## src/rtl/mcycle_ctrl.sv

```systemverilog
// mcycle_ctrl -- multi-cycle control FSM for a small RV32 datapath.
//
// Sequence per instruction: FETCH -> EXEC (ExecWait cycles) -> [MEM] -> WB.
// Unsupported encodings lock the controller in TRAP until res.
//
// Ports
//   clk, res                  clock, synchronous active-high reset
//   instr_read/req/valid      instruction fetch handshake
//   mem_req/we/valid          data-memory handshake
//   branch_taken              ALU compare result, used only in BRANCH WB
//   alusrc_pc .. regwrite     datapath controls
//   jump, linktoreg           PC <= ALU result, PC+4 to rd
//   illegal                   sticky unsupported-instruction flag
module mcycle_ctrl #(
  parameter int unsigned ExecWait = 2,
  parameter int unsigned CntBits  = 2
) (
  input  logic        clk,
  input  logic        res,
  input  logic [31:0] instr_read,
  output logic        instr_req,
  input  logic        instr_valid,
  output logic        mem_req,
  output logic        mem_we,
  input  logic        mem_valid,
  input  logic        branch_taken,
  output logic        alusrc_pc,
  output logic        immediatetoreg,
  output logic        pc_enable,
  output logic        branch,
  output logic        memtoreg,
  output logic        memwrite,
  output logic        alusrc,
  output logic        regwrite,
  output logic        jump,
  output logic        linktoreg,
  output logic        illegal
);

  localparam logic [2:0] S_FETCH = 3'd0;
  localparam logic [2:0] S_EXEC  = 3'd1;
  localparam logic [2:0] S_MEM   = 3'd2;
  localparam logic [2:0] S_WB    = 3'd3;
  localparam logic [2:0] S_TRAP  = 3'd4;

  localparam logic [3:0] C_NONE   = 4'd0;
  localparam logic [3:0] C_LOAD   = 4'd1;
  localparam logic [3:0] C_OP_IMM = 4'd2;
  localparam logic [3:0] C_AUIPC  = 4'd3;
  localparam logic [3:0] C_STORE  = 4'd4;
  localparam logic [3:0] C_OP     = 4'd5;
  localparam logic [3:0] C_LUI    = 4'd6;
  localparam logic [3:0] C_BRANCH = 4'd7;
  localparam logic [3:0] C_JALR   = 4'd8;
  localparam logic [3:0] C_JAL    = 4'd9;

  logic [2:0]         state;
  logic [3:0]         cls;
  logic [3:0]         dec_cls;
  logic [CntBits-1:0] cnt;
  logic               in_flight;

  // Only the opcode field matters to this controller.
  logic unused_instr_bits;
  assign unused_instr_bits = ^instr_read[31:7];

  always_comb begin
    dec_cls = C_NONE;
    if (instr_read[1:0] == 2'b11) begin
      case (instr_read[6:2])
        5'b00000: dec_cls = C_LOAD;
        5'b00100: dec_cls = C_OP_IMM;
        5'b00101: dec_cls = C_AUIPC;
        5'b01000: dec_cls = C_STORE;
        5'b01100: dec_cls = C_OP;
        5'b01101: dec_cls = C_LUI;
        5'b11000: dec_cls = C_BRANCH;
        5'b11001: dec_cls = C_JALR;
        5'b11011: dec_cls = C_JAL;
        default:  dec_cls = C_NONE;
      endcase
    end
  end

  always_ff @(posedge clk) begin
    if (res) begin
      state <= S_FETCH;
      cls   <= C_NONE;
      cnt   <= '0;
    end else begin
      case (state)
        S_FETCH: begin
          if (instr_valid) begin
            if (dec_cls == C_NONE) begin
              state <= S_TRAP;
            end else begin
              cls   <= dec_cls;
              // Counter counts down to zero, so EXEC lasts ExecWait cycles.
              cnt   <= CntBits'(ExecWait - 1);
              state <= S_EXEC;
            end
          end
        end
        S_EXEC: begin
          if (cnt == '0) begin
            state <= (cls == C_LOAD || cls == C_STORE) ? S_MEM : S_WB;
          end else begin
            cnt <= cnt - CntBits'(1);
          end
        end
        S_MEM:   if (mem_valid) state <= S_WB;
        S_WB:    state <= S_FETCH;
        S_TRAP:  state <= S_TRAP;
        default: state <= S_FETCH;
      endcase
    end
  end

  assign in_flight = (state == S_EXEC) || (state == S_MEM) || (state == S_WB);

  always_comb begin
    instr_req      = (state == S_FETCH);
    illegal        = (state == S_TRAP);
    mem_req        = (state == S_MEM);
    mem_we         = (state == S_MEM) && (cls == C_STORE);
    memwrite       = (state == S_MEM) && (cls == C_STORE);
    pc_enable      = (state == S_WB);
    regwrite       = 1'b0;
    branch         = 1'b0;
    jump           = 1'b0;
    alusrc         = 1'b0;
    alusrc_pc      = 1'b0;
    immediatetoreg = 1'b0;
    memtoreg       = 1'b0;
    linktoreg      = 1'b0;
    if (in_flight) begin
      alusrc         = (cls == C_OP_IMM) || (cls == C_LOAD) || (cls == C_STORE) ||
                       (cls == C_AUIPC)  || (cls == C_JAL)  || (cls == C_JALR);
      alusrc_pc      = (cls == C_AUIPC) || (cls == C_JAL);
      immediatetoreg = (cls == C_LUI);
      memtoreg       = (cls == C_LOAD);
      linktoreg      = (cls == C_JAL) || (cls == C_JALR);
    end
    if (state == S_WB) begin
      regwrite = (cls == C_OP)  || (cls == C_OP_IMM) || (cls == C_LUI) ||
                 (cls == C_AUIPC) || (cls == C_LOAD) || (cls == C_JAL) ||
                 (cls == C_JALR);
      branch   = (cls == C_BRANCH) && branch_taken;
      jump     = (cls == C_JAL) || (cls == C_JALR);
    end
  end

endmodule

```

## config.mk

```make
export PLATFORM = sky130hd
export DESIGN_NAME = mcycle_ctrl
export DESIGN_NICKNAME = d
export VERILOG_FILES = /design/src/rtl/mcycle_ctrl.sv
export SDC_FILE = /design/constraint.sdc
export NUM_CORES = 1
export LEC_CHECK = 0
export BUFFER_PORTS_ARGS = -buffer_cell sky130_fd_sc_hd__clkbuf_2
export CORE_AREA = 2 2 52 45
export CTS_BUF_LIST = sky130_fd_sc_hd__clkbuf_2 sky130_fd_sc_hd__clkbuf_4 sky130_fd_sc_hd__clkbuf_8
export DETAILED_ROUTE_END_ITERATION = 10
export DIE_AREA = 0 0 54 47
export GPL_ROUTABILITY_DRIVEN = 0
export HOLD_SLACK_MARGIN = 0.15
export PLACE_DENSITY = 0.8
export SKIP_LAST_GASP = 1
export SLEW_MARGIN = 20
export SYNTH_ARGS = -nofsm -noshare
export SYNTH_HDL_FRONTEND = slang
export SYNTH_SLANG_ARGS = --single-unit
export TNS_END_PERCENT = 10
```

## constraint.sdc

```tcl
create_clock -name clk -period 5.35 [get_ports clk]
set_input_delay 0.8025 -clock clk [delete_from_list [all_inputs] [get_ports clk]]
set_output_delay 0.8025 -clock clk [all_outputs]
set_load 0.1 [all_outputs]
```

==> flow_summary.json <==
{
  "status": "completed",
  "grt_pass1_vias": 698,
  "grt_antenna_before_repair": 0,
  "syn_inst": 119,
  "ant_nets": 0,
  "slew_violations": 0,
  "final.min_clock_period_ns": 3.08,
  "clock-root-buffer": "clkbuf_4",
  "ys.flop_type": "dfxtp_1",
  "worst_slack_ns": 2.27,
  "max_slew_margin": 0.641,
  "drt-initial-drc-count": 11,
  "crit_arrival_ns": 2.28,
  "cts_buffers": 3,
  "grt.total_usage": 0.159,
  "synth_edf_count": 0,
  "cts_tree": "done",
  "startpoint_type": "flip-flop",
  "fp.coreArea_um2": 2030,
  "fin_setup_tns_ns": 0,
  "start_util": 0.433,
  "final_area_um2": 1030,
  "hold_viol": 0,
  "drc": 0,
  "io_buffers": 25,
  "drv_cap": 0,
  "grt.overflow.total": 0,
  "grt_first_pass_wirelength_um": 3020,
  "grt_max_degree": 15,
  "place_area_um2": 997,
  "max_freq_ghz": 0.324,
  "finish.net_count": 180,
  "powerDensity_nw_per_um2": 207,
  "num_rows": 15,
  "path_class": "flip-flop to output pin",
  "report.final.setup_viol": 0,
  "pin_count": 51,
  "post-cts-setup-buffers": 0,
  "synth_fp_nets": 159,
  "synth_area_per_cell_um2": 7.37,
  "critical_path.max_fanout": 13,
  "dieArea_um2": 2540,
  "route.detailed.wl_per_inst_um": 12.1,
  "power_w": 0.000213,
  "drt-vias-per-instance": 5.37,
  "worst_slew_pin_slew_ns": 0.540,
  "min_path_type": "flip-flop to flip-flop",
  "synth-seq-area-share": 0.205,
  "die_width_um": 54,
  "dp_hpwl_um": 1540,
  "h-tree-depth": 1,
  "insertedDiodeCount": 0,
  "ys_async_sr_fraction": 0,
  "wl_um": 1990,
  "peakVddDrop_v": 0.000102,
  "syn_area_um2": 877,
  "drive_above_1_share": 0.295,
  "numClockSinks": 9,
  "finClkSkew_ns": 0.0132,
  "cts_buffer_depth": 2,
  "ys_types": 42,
  "clk_pin_slew_worst_paths_ns": 0.07,
  "ys_ff_latch": 9,
  "dr.pass1.iters": 4,
  "holdBufCountCts": 0,
  "fin_crit_sh": 0.576,
  "cts_resized": 0,
  "worstPathRequired_ns": 4.55,
  "p_leak_nw": 0.450,
  "yosysWarnings": 0,
  "clock_latency_ns": 0.27,
  "rsz0062_at_grt": "no",
  "area_growth_pct": 17.1,
  "nFillCells": 211,
  "die_h_um": 47,
  "pre_cts_ws_ns": 2.60,
  "worstSetupEndpointType": "output pin",
  "vias": 880
}
-- registers in the layout, indices dropped and copies added (netlist names) --
name	flops
state	3
cnt	2
cls	4
-- where the power goes --
group           total, W  switching, W  leakage (nW)  internal (W)
Sequential     0.0000779    0.00000775        0.0730     0.0000702
Combinational  0.0000737     0.0000515         0.359     0.0000222
Clock          0.0000610     0.0000271        0.0184     0.0000339
Total           0.000213     0.0000864         0.450      0.000126
-- worst max-delay path, cell delays in order, from the launching register on --
cell,delay [ns]
dfxtp_1,0.54
nor2_1,0.18
or4b_2,0.66
nor3_1,0.15
clkbuf_2,0.48
-- routing by layer --
layer,vias to the layer above,share of wire,GRT usage
li1,464,-,-
met5,-,0,0
met2,30,0.44,0.273
met3,5,0.046,0.00955
met1,381,0.50,0.213
met4,0,0.017,0.0600
-- final timing paths --
path	slack (ns)	to	start	cells past startpoint
worst min register to register	0.48	cnt[0]$_SDFFE_PP0P_	cnt[0]$_SDFFE_PP0P_	2
worst max-delay path	2.27	memtoreg	state[0]$_SDFFE_PP0P_	4
worst max register to register	3.85	state[0]$_SDFFE_PP0P_	cnt[0]$_SDFFE_PP0P_	7
worst min-delay path	0.48	cnt[0]$_SDFFE_PP0P_	cnt[0]$_SDFFE_PP0P_	2
-- cells by family (layout without fill, tap and decap cells) --
kind of cell    count (synthesis)  count (layout)  synth area share
buf+inv                        18              38            0.0813
compound gates                 26              26             0.241
fa+ha+maj                       3               3            0.0428
flops                           9               9             0.205
xor+xnor                        2               2            0.0200
simple gates                   57              57             0.358
mux                             4               4            0.0514
-- through the flow --
stage,hold WS (ns),instances,utilization
floorplan,0.447,119,-
global placement,0.462,160,0.492
detailed placement,0.467,160,0.492
CTS,0.477,164,0.507
global route,0.505,164,0.507
finish,0.482,164,0.507
-- synth_stat cells (all sizes together), types with 3 or more instances --
cell type  number  area [um^2]
a21oi           7         35.0
nor3           10         50.1
mux2i           3         30.0
nand3           3         15.0
o21ai           4         31.3
nand2b          7         43.8
dfxtp           9          180
nand2           8         30.0
clkbuf          8         30.0
ha              3         37.5
nor2           10         37.5
inv             9         33.8
nor2b           5         31.3
-- layout make-up --
class / count / area [um^2] / share of cell area
Timing Repair Buffer: 25 / 125 / 0.122
Tap cell: 25 / 31.3 / 0.0305
Multi-Input combinational cell: 92 / 627 / 0.610
Inverter: 9 / 33.8 / 0.0329
Sequential cell: 9 / 180 / 0.175
Clock buffer: 4 / 30.0 / 0.0292
-- cell usage in the layout (no fill, tap or decap), types with 2 or more instances in the layout --
master    Yosys  layout
nor3_1       10      10
clkbuf_4      0       4
a211o_1       2       2
o21ai_0       3       3
nand3_1       3       3
a21oi_1       7       7
dfxtp_1       9       9
nor2_1       10      10
nand2_1       8       8
or4b_2        2       2
mux2i_1       3       3
inv_1         8       8
nor2b_1       5       5
clkbuf_2      0      25
or2_2         2       2
nand2b_1      7       7
xnor2_1       2       2
and2_1        2       2
nand3b_1      2       2
ha_1          3       3
Power figures use the tool's default switching activity.
